$ cat src/rtl/hmove_entry_sequencer_pkg.sv
// Shared types and constants for the human-move entry sequencer.
// Optional feature macro used by this bundle: HMOVE_DEBOUNCE_EN.
package hmove_pkg;

  typedef enum logic [2:0] {
    IDLE  = 3'd0,
    CHECK = 3'd1,
    ISSUE = 3'd2,
    WAIT  = 3'd3,
    DONE  = 3'd4
  } state_e;

  localparam int         NUM_SQUARES = 9;
  localparam logic [3:0] MAX_SQUARE  = 4'd8;
  localparam logic [8:0] BOARD_FULL  = 9'h1FF;

  // One-hot board bit for a square; squares above 8 map to no bit at all.
  function automatic logic [8:0] square_mask(input logic [3:0] sq);
    logic [8:0] m;
    if (sq <= MAX_SQUARE) begin
      m = 9'd1 << sq;
    end else begin
      m = 9'd0;
    end
    return m;
  endfunction

endpackage

$ cat src/rtl/hmove_entry_sequencer_if.sv
// Game-side link of the sequencer: the human move goes out with a step
// strobe, the computer move and win flag come back.
interface hmove_entry_sequencer_if;
  logic [3:0] hMove;
  logic       step_pulse;
  logic [3:0] cMove;
  logic       win;

  // Sequencer side.
  modport master (output hMove, output step_pulse, input cMove, input win);
  // Game FSM side.
  modport slave  (input hMove, input step_pulse, output cMove, output win);
endinterface

$ cat src/rtl/hmove_entry_sequencer_button_conditioner.sv
// Pushbutton conditioner: synchroniser, optional debounce, press-edge detect.
// Debounce is built only when HMOVE_DEBOUNCE_EN is defined.
// The press output is high for one cycle per button press.
module button_conditioner #(
  parameter int SYNC_STAGES     = 2,
  parameter int DEBOUNCE_CYCLES = 16
) (
  input  logic clock,
  input  logic reset_L,
  input  logic btn_L,
  output logic press
);

  // Synchroniser carries the "pressed" level (inverted button), cleared to released.
  logic [SYNC_STAGES-1:0] sync_q;
  logic                   level_s;
  logic                   prev_q;

  // Shift the asynchronous button level into the clock domain.
  always_ff @(posedge clock or negedge reset_L) begin
    if (!reset_L) begin
      sync_q <= '0;
    end else begin
      sync_q <= {sync_q[SYNC_STAGES-2:0], ~btn_L};
    end
  end

`ifdef HMOVE_DEBOUNCE_EN
  localparam int CNT_W = (DEBOUNCE_CYCLES > 1) ? $clog2(DEBOUNCE_CYCLES) : 1;
  localparam logic [CNT_W-1:0] CNT_LAST = CNT_W'(DEBOUNCE_CYCLES - 1);

  logic [CNT_W-1:0] deb_cnt_q, deb_cnt_d;
  logic             stable_q, stable_d;

  // Accept a new level only after it has differed from the stable one for the full window.
  always_comb begin
    stable_d  = stable_q;
    deb_cnt_d = '0;
    if (sync_q[SYNC_STAGES-1] != stable_q) begin
      if (deb_cnt_q == CNT_LAST) begin
        stable_d  = sync_q[SYNC_STAGES-1];
        deb_cnt_d = '0;
      end else begin
        deb_cnt_d = deb_cnt_q + 1'b1;
      end
    end else begin
      deb_cnt_d = '0;
    end
  end

  // Debounce state registers.
  always_ff @(posedge clock or negedge reset_L) begin
    if (!reset_L) begin
      stable_q  <= 1'b0;
      deb_cnt_q <= '0;
    end else begin
      stable_q  <= stable_d;
      deb_cnt_q <= deb_cnt_d;
    end
  end

  assign level_s = stable_q;
`else
  assign level_s = sync_q[SYNC_STAGES-1];
`endif

  // Remember the previous conditioned level for edge detection.
  always_ff @(posedge clock or negedge reset_L) begin
    if (!reset_L) begin
      prev_q <= 1'b0;
    end else begin
      prev_q <= level_s;
    end
  end

  // A press is the released-to-pressed transition; a held button gives one pulse.
  assign press = level_s & ~prev_q;

endmodule

$ cat src/rtl/hmove_entry_sequencer.sv
// Human-move entry sequencer: turns a switch value plus an enter press into
// one validated hMove with a step strobe, then records the computer's reply.
// Optional feature macro: HMOVE_DEBOUNCE_EN (debounce in the button conditioner).
module hmove_entry_sequencer
  import hmove_pkg::*;
#(
  parameter int SYNC_STAGES     = 2,
  parameter int RESP_CYCLES     = 1,
  parameter int DEBOUNCE_CYCLES = 16
) (
  input  logic                    clock,
  input  logic                    reset_L,
  input  logic [3:0]              sw_move,
  input  logic                    enter_L,
  hmove_entry_sequencer_if.master game,
  output logic                    illegal,
  output logic [8:0]              board,
  output logic [3:0]              turn_count,
  output logic                    game_over
);

  localparam logic [3:0] RESP_LAST = 4'(RESP_CYCLES - 1);

  state_e     state_q, state_d;
  logic [3:0] hold_q, hold_d;
  logic [3:0] hmove_q, hmove_d;
  logic       illegal_q, illegal_d;
  logic [8:0] board_q, board_d;
  logic [3:0] turn_q, turn_d;
  logic [3:0] wait_cnt_q, wait_cnt_d;

  logic       press_s;
  logic       legal_s;
  logic       sample_s;
  logic [8:0] board_upd_s;
  logic       step_pulse_s;
  logic       game_over_s;

  button_conditioner #(
    .SYNC_STAGES     (SYNC_STAGES),
    .DEBOUNCE_CYCLES (DEBOUNCE_CYCLES)
  ) u_enter (
    .clock   (clock),
    .reset_L (reset_L),
    .btn_L   (enter_L),
    .press   (press_s)
  );

  // A move is legal when it names a real square that is still empty.
  assign legal_s = (hold_q <= MAX_SQUARE) &&
                   ((board_q & square_mask(hold_q)) == 9'd0);

  // cMove is sampled on the last response-wait cycle.
  assign sample_s = (state_q == WAIT) && (wait_cnt_q == RESP_LAST);

  // An illegal or already-taken cMove leaves the board as it is.
  assign board_upd_s = board_q | square_mask(game.cMove);

  // State register.
  always_ff @(posedge clock or negedge reset_L) begin
    if (!reset_L) begin
      state_q <= IDLE;
    end else begin
      state_q <= state_d;
    end
  end

  // Next-state decision.
  always_comb begin
    state_d = state_q;
    case (state_q)
      IDLE: begin
        if (press_s) state_d = CHECK;
        else         state_d = IDLE;
      end
      CHECK: begin
        if (legal_s) state_d = ISSUE;
        else         state_d = IDLE;
      end
      ISSUE: state_d = WAIT;
      WAIT: begin
        if (sample_s) begin
          if (game.win || (board_upd_s == BOARD_FULL)) state_d = DONE;
          else                                         state_d = IDLE;
        end else begin
          state_d = WAIT;
        end
      end
      DONE:    state_d = DONE;
      default: state_d = IDLE;
    endcase
  end

  // Datapath next values: latch the switch, accept/reject, record both moves.
  always_comb begin
    hold_d     = hold_q;
    hmove_d    = hmove_q;
    illegal_d  = illegal_q;
    board_d    = board_q;
    turn_d     = turn_q;
    wait_cnt_d = wait_cnt_q;
    case (state_q)
      IDLE: begin
        if (press_s) hold_d = sw_move;
        else         hold_d = hold_q;
      end
      CHECK: begin
        if (legal_s) begin
          hmove_d   = hold_q;
          illegal_d = 1'b0;
        end else begin
          illegal_d = 1'b1;
        end
      end
      ISSUE: begin
        board_d    = board_q | square_mask(hmove_q);
        turn_d     = turn_q + 4'd1;
        wait_cnt_d = 4'd0;
      end
      WAIT: begin
        if (sample_s) board_d    = board_upd_s;
        else          wait_cnt_d = wait_cnt_q + 4'd1;
      end
      default: begin
        hold_d = hold_q;
      end
    endcase
  end

  // Datapath registers; reset aborts any turn in progress.
  always_ff @(posedge clock or negedge reset_L) begin
    if (!reset_L) begin
      hold_q     <= 4'd0;
      hmove_q    <= 4'd0;
      illegal_q  <= 1'b0;
      board_q    <= 9'd0;
      turn_q     <= 4'd0;
      wait_cnt_q <= 4'd0;
    end else begin
      hold_q     <= hold_d;
      hmove_q    <= hmove_d;
      illegal_q  <= illegal_d;
      board_q    <= board_d;
      turn_q     <= turn_d;
      wait_cnt_q <= wait_cnt_d;
    end
  end

  // State-decoded outputs: strobe in ISSUE, sticky game_over in DONE.
  always_comb begin
    step_pulse_s = 1'b0;
    game_over_s  = 1'b0;
    case (state_q)
      ISSUE:   step_pulse_s = 1'b1;
      DONE:    game_over_s  = 1'b1;
      default: step_pulse_s = 1'b0;
    endcase
  end

  assign game.hMove      = hmove_q;
  assign game.step_pulse = step_pulse_s;
  assign illegal         = illegal_q;
  assign board           = board_q;
  assign turn_count      = turn_q;
  assign game_over       = game_over_s;

endmodule

$ cat src/flat_wrapper.sv
// flat-port wrapper written by rule: the top's interface ports become plain ports
module hmove_entry_sequencer_flat import hmove_pkg::*;
#(
  parameter int SYNC_STAGES     = 2,
  parameter int RESP_CYCLES     = 1,
  parameter int DEBOUNCE_CYCLES = 16
)
  (clock, reset_L, sw_move, enter_L, illegal, board, turn_count, game_over, game_hMove, game_step_pulse, game_cMove, game_win);
  hmove_entry_sequencer_if game_i ();
  input  logic clock;
  input  logic reset_L;
  input  logic [3:0] sw_move;
  input  logic enter_L;
  output logic illegal;
  output logic [8:0] board;
  output logic [3:0] turn_count;
  output logic game_over;
  output wire logic [$bits(game_i.hMove)-1:0] game_hMove;
  output wire logic [$bits(game_i.step_pulse)-1:0] game_step_pulse;
  input wire logic [$bits(game_i.cMove)-1:0] game_cMove;
  input wire logic [$bits(game_i.win)-1:0] game_win;
  assign game_hMove = game_i.hMove;
  assign game_step_pulse = game_i.step_pulse;
  assign game_i.cMove = game_cMove;
  assign game_i.win = game_win;
  hmove_entry_sequencer #(.SYNC_STAGES(SYNC_STAGES), .RESP_CYCLES(RESP_CYCLES), .DEBOUNCE_CYCLES(DEBOUNCE_CYCLES)) u_core (.clock(clock), .reset_L(reset_L), .sw_move(sw_move), .enter_L(enter_L), .game(game_i), .illegal(illegal), .board(board), .turn_count(turn_count), .game_over(game_over));
endmodule
$ cat config.mk
export PLATFORM = sky130hd
export DESIGN_NAME = hmove_entry_sequencer_flat
export DESIGN_NICKNAME = d
export VERILOG_FILES = /design/src/rtl/hmove_entry_sequencer_pkg.sv /design/src/rtl/hmove_entry_sequencer_if.sv /design/src/rtl/hmove_entry_sequencer_button_conditioner.sv /design/src/rtl/hmove_entry_sequencer.sv /design/src/flat_wrapper.sv
export SDC_FILE = /design/constraint.sdc
export NUM_CORES = 1
export LEC_CHECK = 0
export CAP_MARGIN = 20
export CORE_AREA = 4 4 62 64
export DETAILED_ROUTE_END_ITERATION = 10
export DIE_AREA = 0 0 66 68
export PLACE_DENSITY = 0.87
export SLEW_MARGIN = 20
export SYNTH_ARGS = -nofsm -noshare
export SYNTH_HDL_FRONTEND = slang
export SYNTH_SLANG_ARGS = --single-unit
$ cat constraint.sdc
create_clock -name clock -period 2.5 [get_ports clock]
set_clock_uncertainty 0.1 [all_clocks]
set_input_delay 0.25 -clock clock [delete_from_list [all_inputs] [get_ports clock]]
set_output_delay 0.25 -clock clock [all_outputs]
set_load 0.05 [all_outputs]
==> metrics.csv <==
stage,metric,value,unit
floorplanning,Rows,21,
timing,Sum Neg Setup Slack,0,ns
floorplanning,initial core utilization,0.495,
placed_design,gpl congestion,0.937,
synth,cell area after synthesis,1630,um2
layout,nets,192,
worst_setup_path,critical path startpoint category,flip-flop,
clocking,CTS tree,yes,
synth,Ys Warns,0,
timing,Final period util,0.958,
routing,Detailed Routing Iterations Pass 1,8,
layout,ratio of cells with drive above 1 in the final layout,0.129,
layout,synth-to-layout area growth,25.6,%
synth,asr flop ratio synth,1.00,
job,max-cap violations,0,
hold_path,Hold Crit Class,in -> async,
power_and_ir_drop,leakage,0.833,nW
placed_design,Post-DP HPWL,2820,um
clocking,hold buffer count at CTS,0,
timing,max-slew violation count,0,
routing,Via-to-Cell Ratio,6.18,
routing,Routed WL,3830,um
layout,"most common cell after layout, fill and taps aside",dfrtp_1,
clocking,Max clock buf depth,2,
clocking,"Reg clk slew, reported paths",0.12,ns
global_route,largest net degree at the start of global routing,33,
placed_design,Placed Cells incl. Taps,216,
synth,Synth cell types,45,
worst_setup_path,Worst EP required,2.15,ns
worst_setup_path,Crit Path Max Fanout,11,
timing,RSZ-0062 raised after global routing,false,
layout,most frequent cells in the layout,"dfrtp_1 (32), clkdlybuf4s50_1 (30), nand2_1 (9)",
global_route,first-pass GRT wire length,6200,um
clocking,CTS buffer count,5,
power_and_ir_drop,peak supply drop,0.000580,V
clocking,Post-CTS Resized,0,
global_route,GRT Overall Usage,0.188,
clocking,H-tree depth,2,
layout,fin cells,224,
worst_setup_path,CP Capture Type,output port,
synth,Avg Inst Size Synth,11.4,um2
synth,"EDFF count, synth",0,
timing,Hold Fails Final Rpt,0,
layout,ANT cells,0,
timing,clock period minus worst slack,2.40,ns
routing,DRC viols,0,
worst_setup_path,Worst Setup Path Type,reg -> out,
power_and_ir_drop,Pwr Density,1330,nW/um2
placed_design,I/O Buffers,31,
status,status,"complete, no violations",
synth,register area share after synthesis,0.492,
routing,post-route ant nets,0,
timing,f_max,417,MHz
timing,final setup vio count,0,
power_and_ir_drop,combinational power share,0.521,
floorplanning,die area,4490,um2
synth,"Top FF cell, synth",dfrtp_1,
routing,1st-iter DRT viols,119,
timing,Slew @ Worst Pin,0.602,ns
routing,routed vias,1384,
power_and_ir_drop,Net Switching,1.34,mW
power_and_ir_drop,cell internal pwr,1.38,mW
floorplanning,I/O pin total,32,
layout,# fillers,257,
synth,Cells after Synth,143,
global_route,vias in the first global route,1272,
global_route,gr ovfl total,0,
routing,Avg WL per Cell,17.1,um
floorplanning,area of the core,3280,um2
global_route,antenna violations before repair,0,
power_and_ir_drop,Clock power frac,0.118,
power_and_ir_drop,sequential share of power,0.361,
timing,Slew HR,0.595,
clocking,Post-CTS Setup Inserts,0,
synth,synthesized net count,158,
worst_setup_path,Worst Path Arrival,2.05,ns
synth,Yosys reg bits,32,
clocking,Root Driver,clkbuf_4,
clocking,clk_lat worst skew,0.36,ns
power_and_ir_drop,sw frac,0.493,
floorplanning,chip width,66,um
clocking,CTS Sinks,32,
floorplanning,Die H,68,um
[worst max-delay path: stages (launching register included)]
cell and delay (ns):
dfrtp_1 0.54, nor2_1 0.16, and2_1 0.17, clkdlybuf4s50_1 0.82
[final timing paths]
check | startpoint | slack (ns) | end | cells after the start
worst max-delay path | u_core.state_q[0] | 0.10 | game_over | 3
worst min-delay path | reset_L | 0.17 | u_core.illegal | 2
worst max register to register | u_core.wait_cnt_q[0] | 0.35 | u_core.board[1] | 7
worst min register to register | u_core.u_enter.sync_q[0] | 0.27 | u_core.u_enter.sync_q[1] | 0
max in group asynchronous | reset_L | 1.84 | u_core.hold_q[0] | 2
min in group clock | enter_L | 0.26 | u_core.u_enter.sync_q[0] | 2
[per-layer routing]
layer | track usage | share of wire | vias up
li1 | - | - | 603
met1 | 0.228 | 0.37 | 656
met2 | 0.302 | 0.49 | 96
met3 | 0.0657 | 0.096 | 29
met4 | 0.0863 | 0.040 | 0
met5 | 0 | 0 | -
[power by group through the flow]
stage	Combinational (mW)	Clock (mW)	Sequential, mW
after floorplan	0.591	0	1.33
after global placement	1.39	0	0.966
after detailed placement	1.42	0	0.973
after CTS	1.42	0.320	0.968
after global routing	1.49	0.349	1.00
final	1.42	0.320	0.979
[kinds of logic after synthesis]
group                    count (synthesis)  synth area share
AND/OR/NAND/NOR                         46             0.165
AO/OA/AOI/OAI                           32             0.156
flip-flops                              32             0.492
buffers and inverters                   14            0.0338
multiplexers                            12             0.108
XOR/XNOR                                 4            0.0215
adder cells (fa/ha/maj)                  3            0.0231
[registers in the layout (all words and copies together), names as in the netlist]
| name | flops |
|---|---|
| u_core.board | 9 |
| u_core.game.hMove | 4 |
| u_core.hold_q | 4 |
| u_core.turn_count | 4 |
| u_core.wait_cnt_q | 4 |
| u_core.state_q | 3 |
| u_core.u_enter.sync_q | 2 |
| u_core.illegal | 1 |
| u_core.u_enter.prev_q | 1 |
[synth_stat cells, types with 2 or more instances]
master	number	area, um2
buf_2	2	10.0
xnor2_1	2	17.5
nor2_1	8	30.0
a32oi_1	3	26.3
clkbuf_1	4	15.0
o21ai_0	3	15.0
o21bai_1	3	22.5
nand3_1	5	25.0
nor2b_1	4	25.0
and2_1	2	12.5
xor2_1	2	17.5
inv_1	7	26.3
mux2_1	6	67.6
nor4_1	2	12.5
ha_1	3	37.5
nand2b_1	3	18.8
mux2_4	4	60.1
a21oi_1	3	15.0
nand2_1	9	33.8
a41oi_1	3	26.3
nor3b_2	2	25.0
a221o_1	4	40.0
nor3_1	2	10.0
o22ai_1	2	12.5
a32o_1	2	20.0
nand4_1	3	18.8
dfrtp_1	32	801
[layout make-up]
type                    instances  area (um2)  area share
multi-input cells              97         771       0.377
clock buffers                   5        37.5      0.0184
repair buffers                 33         323       0.158
inverters                       8        30.0      0.0147
clock inverters                 3        23.8      0.0116
flip-flops and latches         32         801       0.392
well taps                      46        57.6      0.0282
[stage by stage]
step / power (mW) / setup WS (ns) / hold slack (ns) / utilization / cell area, um2
global placement: 2.36 / 0.516 / 0.238 / 0.603 / 1980
global route: 2.85 / 0.00837 / 0.197 / 0.622 / 2040
CTS: 2.71 / 0.0892 / 0.181 / 0.622 / 2040
detailed placement: 2.39 / 0.421 / 0.249 / 0.603 / 1980
finish: 2.71 / 0.105 / 0.167 / 0.622 / 2040
floorplan: 1.92 / 0.487 / -0.146 / - / 1630
Power figures use the tool's default switching activity.
